### src/rtl/branch_redirect_ctrl_pkg.sv
// Shared encodings for the branch redirect controller: jump types, CCR flag
// positions and FSM states.
package branch_pkg;

  localparam logic [1:0] JT_Z      = 2'b00;
  localparam logic [1:0] JT_N      = 2'b01;
  localparam logic [1:0] JT_C      = 2'b10;
  localparam logic [1:0] JT_ALWAYS = 2'b11;

  localparam int CCR_Z = 0;
  localparam int CCR_N = 1;
  localparam int CCR_C = 2;

  typedef enum logic [1:0] {
    IDLE     = 2'd0,
    REDIRECT = 2'd1,
    FLUSH    = 2'd2
  } br_state_e;

endpackage

### src/rtl/branch_redirect_ctrl_cond_eval.sv
// Combinational branch condition evaluation: decides whether the EX branch is
// taken and which CCR flag it consumes (one-hot, zero for unconditional).
module branch_cond_eval
  import branch_pkg::*;
(
  input  logic       ex_branch,
  input  logic [1:0] ex_jmp_type,
  input  logic [3:0] ccr,
  output logic       taken,
  output logic [3:0] clr_onehot
);

  // The V flag is carried on the bus but no jump type tests it.
  logic unused_ccr_v;
  assign unused_ccr_v = ccr[3];

  always_comb begin
    taken      = 1'b0;
    clr_onehot = '0;
    if (ex_branch) begin
      case (ex_jmp_type)
        JT_Z: if (ccr[CCR_Z]) begin
          taken             = 1'b1;
          clr_onehot[CCR_Z] = 1'b1;
        end
        JT_N: if (ccr[CCR_N]) begin
          taken             = 1'b1;
          clr_onehot[CCR_N] = 1'b1;
        end
        JT_C: if (ccr[CCR_C]) begin
          taken             = 1'b1;
          clr_onehot[CCR_C] = 1'b1;
        end
        default: taken = 1'b1;
      endcase
    end
  end

endmodule

### src/rtl/branch_redirect_ctrl.sv
// PC redirect and pipeline flush sequencer for branches resolved in EX.
// Optional statistics counters are built when BRANCH_STATS_EN is defined.
module branch_redirect_ctrl
  import branch_pkg::*;
#(
  parameter int ADDR_W       = 32,
  parameter int FLUSH_CYCLES = 2,
  parameter int CNT_W        = 16
) (
  input  logic              clk,
  input  logic              rst_n,
  input  logic              ex_branch,
  input  logic [1:0]        ex_jmp_type,
  input  logic [3:0]        ccr,
  input  logic [ADDR_W-1:0] ex_target,
  input  logic              stall,
  output logic              pc_sel,
  output logic [ADDR_W-1:0] pc_target,
  output logic              flush_ifid,
  output logic              flush_idex,
  output logic [3:0]        ccr_clr,
  output logic              busy
`ifdef BRANCH_STATS_EN
  ,
  input  logic              stats_clr,
  output logic [CNT_W-1:0]  br_cnt,
  output logic [CNT_W-1:0]  taken_cnt
`endif
);

  generate
    if (FLUSH_CYCLES < 1 || FLUSH_CYCLES > 7) begin : g_bad_flush_cycles
      $error("branch_redirect_ctrl: FLUSH_CYCLES must be within 1..7");
    end
  endgenerate

  localparam logic [2:0] FC = 3'(FLUSH_CYCLES);

  br_state_e  state;
  logic [2:0] flush_cnt;
  logic [2:0] flush_cnt_nxt;
  logic       taken;
  logic [3:0] clr_onehot;
  logic       sample;

  branch_cond_eval u_cond_eval (
    .ex_branch  (ex_branch),
    .ex_jmp_type(ex_jmp_type),
    .ccr        (ccr),
    .taken      (taken),
    .clr_onehot (clr_onehot)
  );

  assign sample        = (state == IDLE) && !stall;
  assign flush_cnt_nxt = flush_cnt + 3'd1;

  // The REDIRECT cycle is the first flush cycle; FLUSH supplies the rest.
  always_ff @(posedge clk or negedge rst_n) begin
    if (!rst_n) begin
      state      <= IDLE;
      pc_sel     <= 1'b0;
      pc_target  <= '0;
      flush_ifid <= 1'b0;
      flush_idex <= 1'b0;
      ccr_clr    <= '0;
      busy       <= 1'b0;
      flush_cnt  <= '0;
    end else begin
      ccr_clr <= '0;
      case (state)
        IDLE: begin
          if (sample && taken) begin
            state      <= REDIRECT;
            pc_sel     <= 1'b1;
            pc_target  <= ex_target;
            flush_ifid <= 1'b1;
            flush_idex <= 1'b1;
            ccr_clr    <= clr_onehot;
            busy       <= 1'b1;
            flush_cnt  <= '0;
          end
        end
        REDIRECT: begin
          if (!stall) begin
            pc_sel <= 1'b0;
            if (FC == 3'd1) begin
              state      <= IDLE;
              flush_ifid <= 1'b0;
              flush_idex <= 1'b0;
              busy       <= 1'b0;
            end else begin
              state     <= FLUSH;
              flush_cnt <= 3'd1;
            end
          end
        end
        FLUSH: begin
          if (!stall) begin
            if (flush_cnt_nxt == FC) begin
              state      <= IDLE;
              flush_ifid <= 1'b0;
              flush_idex <= 1'b0;
              busy       <= 1'b0;
              flush_cnt  <= '0;
            end else begin
              flush_cnt <= flush_cnt_nxt;
            end
          end
        end
        default: begin
          state      <= IDLE;
          pc_sel     <= 1'b0;
          flush_ifid <= 1'b0;
          flush_idex <= 1'b0;
          busy       <= 1'b0;
          flush_cnt  <= '0;
        end
      endcase
    end
  end

`ifdef BRANCH_STATS_EN
  function automatic logic [CNT_W-1:0] sat_inc(input logic [CNT_W-1:0] v);
    return (&v) ? v : v + CNT_W'(1);
  endfunction

  // Clear wins over a same-cycle increment.
  always_ff @(posedge clk or negedge rst_n) begin
    if (!rst_n) begin
      br_cnt    <= '0;
      taken_cnt <= '0;
    end else if (stats_clr) begin
      br_cnt    <= '0;
      taken_cnt <= '0;
    end else if (sample && ex_branch) begin
      br_cnt <= sat_inc(br_cnt);
      if (taken) taken_cnt <= sat_inc(taken_cnt);
    end
  end
`else
  logic [CNT_W-1:0] unused_cnt_w;
  assign unused_cnt_w = '0;
`endif

endmodule
### config.mk
export PLATFORM = sky130hd
export DESIGN_NAME = branch_redirect_ctrl
export DESIGN_NICKNAME = d
export VERILOG_FILES = /design/src/rtl/branch_redirect_ctrl_pkg.sv /design/src/rtl/branch_redirect_ctrl_cond_eval.sv /design/src/rtl/branch_redirect_ctrl.sv
export SDC_FILE = /design/constraint.sdc
export NUM_CORES = 1
export LEC_CHECK = 0
export ABC_AREA = 1
export BUFFER_PORTS_ARGS = -buffer_cell sky130_fd_sc_hd__buf_2
export CORE_ASPECT_RATIO = 1.5
export CORE_MARGIN = 2
export CORE_UTILIZATION = 50
export CTS_CLUSTER_SIZE = 12
export DETAILED_ROUTE_END_ITERATION = 6
export GPL_TIMING_DRIVEN = 0
export PLACE_DENSITY_LB_ADDON = 0.3
export SETUP_SLACK_MARGIN = 0.1
export SLEW_MARGIN = 20
export SYNTH_ARGS = -nofsm -noshare
export SYNTH_HDL_FRONTEND = slang
export SYNTH_SLANG_ARGS = --single-unit
### constraint.sdc
create_clock -name clk -period 3 [get_ports clk]
set_input_delay 0.15 -clock clk [delete_from_list [all_inputs] [get_ports clk]]
set_output_delay 0.15 -clock clk [all_outputs]
set_load 0.005 [all_outputs]
; Yosys cells after proc, flatten, opt, wreduce, memory -nomap -nowiden
; Index checks and enable logic that the tools add are counted.
; Widths: inputs -> output; s select.
[classes]
eq_ne = 9
n_mux = 27
addsub = 1
n_bitwise = 2
n_reduce_logical = 10
[op_table]
columns = cell, n
row1 = $mux 3, 7
row2 = $mux 1, 11
row3 = $pmux 1 s3, 3
row4 = $pmux 3 s3, 1
row5 = $mux 2, 4
row6 = $reduce_and 4->1, 2
row7 = $ne 2x2->1 const B, 3
row8 = $pmux 2 s3, 1
row9 = $reduce_and 3->1, 2
row10 = $eq 2x1->1 const B, 2
row11 = $eq 2x2->1 const B, 2
row12 = $logic_not 2->1, 2
row13 = $add 3x1->3 const B, 1
row14 = $eq 3x2->1 const B, 1
row15 = $logic_and 1x1->1, 2
row16 = $ne 2x1->1 const B, 1
row17 = $not 1->1, 2
row18 = $reduce_and 2->1, 1
row19 = $logic_not 1->1, 1
[word_totals]
reg_bits = 43
elab_cells = 55
out_inout_bits = 40
in_bits = 42

; Logic depth before layout (Yosys ltp)
[logic_depth]
depth_word = 6
depth_mapped = 10
depth_no_buf = 9

; Hierarchy
; From an unflattened synthesis, not the netlist that was laid out.
[hier_totals]
cells_unflattened = 233
hier_area_um2 = 1948.1
[by_module_without_submodules]
columns = mod, n_inst, area_per_inst_um2, cells_each, seq_area_each_um2
row1 = branch_redirect_ctrl, 1, 1861.8, 213, 1076.0
row2 = branch_cond_eval, 1, 86.3, 20, 0.0

; Worst setup path after synthesis
; Ideal clock, no wire load.
[synth_timing]
kind = register -> register
start = register state[0]
end = register flush_cnt[0]
t_arrival_ns = 1.356
setup_slack_ns = 1.525
path_buffers = 1
stages_incl_launch_ff = 11
path_cell_list = dfrtp_1 > inv_1 > ha_1 > nand2_1 > nor2_2 > nand2_2 > buf_6 > nand2_4 > nand3_2 > nand2_1 > nand2_1
[synth_via]
elab_chain_len = 5
[synth_rtl]
columns = item, line_no
row1 = start: declaration, branch_redirect_ctrl.sv:39  ; br_state_e state;
row2 = start signal: assignment, branch_redirect_ctrl.sv:60  ; state <= IDLE;
row3 = start signal: assignment, branch_redirect_ctrl.sv:73  ; state <= REDIRECT;
row4 = start signal: assignment, branch_redirect_ctrl.sv:87  ; state <= IDLE;
row5 = $logic_not 2->1, "branch_redirect_ctrl.sv:54, branch_redirect_ctrl.sv:70"
row6 = $logic_and 1x1->1, branch_redirect_ctrl.sv:54  ; assign sample = (state == IDLE) && !stall;
row7 = $logic_and 1x1->1, branch_redirect_ctrl.sv:72  ; if (sample && taken) begin
row8 = $ne 2x1->1 (no source line), --
row9 = $reduce_and 3->1 (no source line), --
row10 = end signal: assignment, branch_redirect_ctrl.sv:106  ; flush_cnt <= flush_cnt_nxt;
row11 = end: declaration, branch_redirect_ctrl.sv:40  ; logic [2:0] flush_cnt;
; Several ways; a longest one is shown, not always the timed one.
; A chain may end at the register's enable or synchronous reset.

; Final worst setup path
[layout_timing]
start = register state[0]
end = register flush_cnt[2]
; The elaborated chain is that of the path after synthesis.

==> impl_metrics.yaml <==
status:
  status: "complete, but fails checks"
  violations: "negative hold slack"
floorplan:
  core_um2: 3610
  num_rows: 27
  dieWidth_um: 53.8
  initial_core_util_pct: 51.5
  dieArea_um2: 4240
  die_h_um: 78.8
  pin_count: 82
finish:
  drive_above_1_share_pct: 34.1
  multi_input_area_um2: 699
  regArea_um2: 1050
  diodes: 0
  fillers: 332
  area.growth.synth_to_final_pct: 29.2
  fin_nets: 353
place:
  io_buffers: 79
  gp_congestion: 0.853
  hpwlAfterDp_um: 3040
sta:
  slew_headroom_pct: 39.5
  worst_pin_slew_ns: 0.907
  whs_ns: -0.0141
  drv_slew: 0
  final-setup-viol-count: 0
  rsz0062_at_grt: "false"
  fin_crit_ns: 1.68
  skew_ns: 0.00703
  setup_tns_ns: 0
  finalHoldViolCount: 10
  fmax_mhz: 595
  finalCritPeriodShare_pct: 56.1
clock_network:
  cts.htree.levels: 2
  cts_tree: "done"
  cts_root_buf: "clkbuf_8"
  post_cts_resized: 0
  cts.sinks: 42
  cts_max_path_buffers: 2
  insertion_delay_ns: 0.29
  path_clk_slew_ns: 0.08
  hold_buffers: 0
  cts_buffers: 5
  cts_setup_buffers: 0
detailed_routing:
  wirelength_um: 3920
  vias_per_cell: 4.75
  remaining_drc_errors: 0
  drtIter0Drc: 49
  ant_nets: 0
  vias: 1653
  drtPass1Iterations: 5
  wl_per_cell_um: 11.3
grt:
  grt_usage_pct: 20.0
  grt_antenna_before_repair: 0
  grt.met2_usage_pct: 35.1
  grt_pass1_vias: 1547
  use_met1_pct: 23.1
  grt.met3_usage_pct: 4.32
  grt_overflow_total: 0
  busiest_layer: "met2"
  grt_max_degree: 43
  grt_pass1_wl_um: 6370
worst_setup_path:
  reg2reg_slack_ns: 1.32
  critPathKind: "reg -> reg"
  path_max_fanout: 10
  timing.critical_path.to_type: "flop"
  worstPathRequired_ns: 3.18
  cp.arrival_ns: 1.86
  start_kind: "flop"
synthesis:
  yosysUniqueCellTypes: 19
  syn_nets: 267
  syn_area_per_cell_um2: 8.55
  synth-seq-cells: 42
  seq_area_frac_synth_pct: 56.4
  yosys_warnings: 0
  synthCells: 218
  syn_area_um2: 1860
hold_path:
  hp-class: "in -> async"
job:
  max_cap_violations: 0
pwr:
  power_density_nw_per_um2: 872
  vdd_drop_max_mv: 0.620
  p_leak_nw: 1.45
[cells in the mapped netlist]
cell type	count	share of area (%)
nor2_1	4	0.81
buf_6	1	0.60
ha_1	7	4.7
inv_1	9	1.8
a21oi_1	3	0.81
dfrtp_1	42	56
nand2_2	1	0.34
buf_4	6	2.4
nand3_2	2	1.1
nand3_1	6	1.6
nand2_1	119	24
o21ai_1	1	0.27
nand4_1	6	2.0
o21ai_0	3	0.81
inv_2	2	0.40
nand2_4	1	0.60
buf_2	3	0.81
nor2_2	1	0.34
conb_1	1	0.20
[registers in the layout (all words and copies together), names as in the netlist]
register,cells
flush_cnt,3
pc_target,32
state,2
pc_sel,1
busy,1
ccr_clr,3
[critical path, stage by stage (launching register included)]
cell and delay [ns]:
dfrtp_1 0.43, inv_1 0.13, ha_1 0.28, nand2_1 0.09, nor2_2 0.11, nand2_2 0.08
buf_6 0.14, nand2_4 0.11, nand3_2 0.10, nand2_1 0.07, nand2_1 0.04
[stage by stage]
stage | utilization, % | instance area [um2] | setup WS, ns | power, mW | std cells
floorplan | - | 1860 | 1.53 | 1.38 | 218
finish | 66.6 | 2410 | 1.32 | 2.10 | 348
global route | 66.6 | 2410 | 1.14 | 2.28 | 348
global placement | 64.0 | 2310 | 1.35 | 1.71 | 340
detailed placement | 64.0 | 2310 | 1.30 | 1.75 | 340
CTS | 66.6 | 2410 | 1.29 | 2.12 | 348
[path summary, 6_finish.rpt]
path	startpoint	endpoint	depth (start not counted)
worst min register to register	pc_target[27]	pc_target[27]	2
worst max-delay path	state[0]	flush_cnt[2]	10
worst max register to register	state[0]	flush_cnt[2]	10
worst min-delay path	rst_n	state[1]	1
max in group asynchronous	rst_n	pc_target[31]	1
min in group clk	ex_target[8]	pc_target[8]	3
[layout by cell type, fill, tap and decap left out]
cell type     n
nand3_1       6
ha_1          7
o21ai_0       3
clkinv_2      1
nand2_2       1
a21oi_1       3
nand2_1     119
buf_2        82
nand3_2       2
nor2_1        4
o21ai_1       1
inv_1         9
nand2_4       1
inv_2         2
clkinvlp_4    1
conb_1        1
buf_6         1
clkbuf_8      6
nor2_2        1
dfrtp_1      42
nand4_1       6
buf_4         6
[final cells by class]
type                       instances  area share [%]
buffer                            10            2.96
tap                               43            2.23
timing repair buffer              79            16.4
sequential                        42            43.7
clock inverter                     2           0.520
multi-input combinational        155            29.1
clock buffer                       6            3.43
inverter                          11            1.72
[where the power goes]
group	total, mW	internal (mW)	switching (mW)
Combinational	0.801	0.371	0.430
Clock	0.370	0.185	0.185
Sequential	0.930	0.805	0.125
Total	2.10	1.36	0.739
[logic make-up after synthesis]
family	count (synthesis)	share of synthesized area (%)
simple gates	140	30.8
flops	42	56.4
compound gates	7	1.88
fa+ha+maj	7	4.70
buf+inv	21	6.04
other cells	1	0.201
[per-layer routing]
layer | routed length, um | up-vias
met3 | 202 | 4
met2 | 2110 | 48
met4 | 36 | 0
met5 | 0 | -
li1 | - | 842
met1 | 1570 | 759
(Power assumes the default switching activity.)
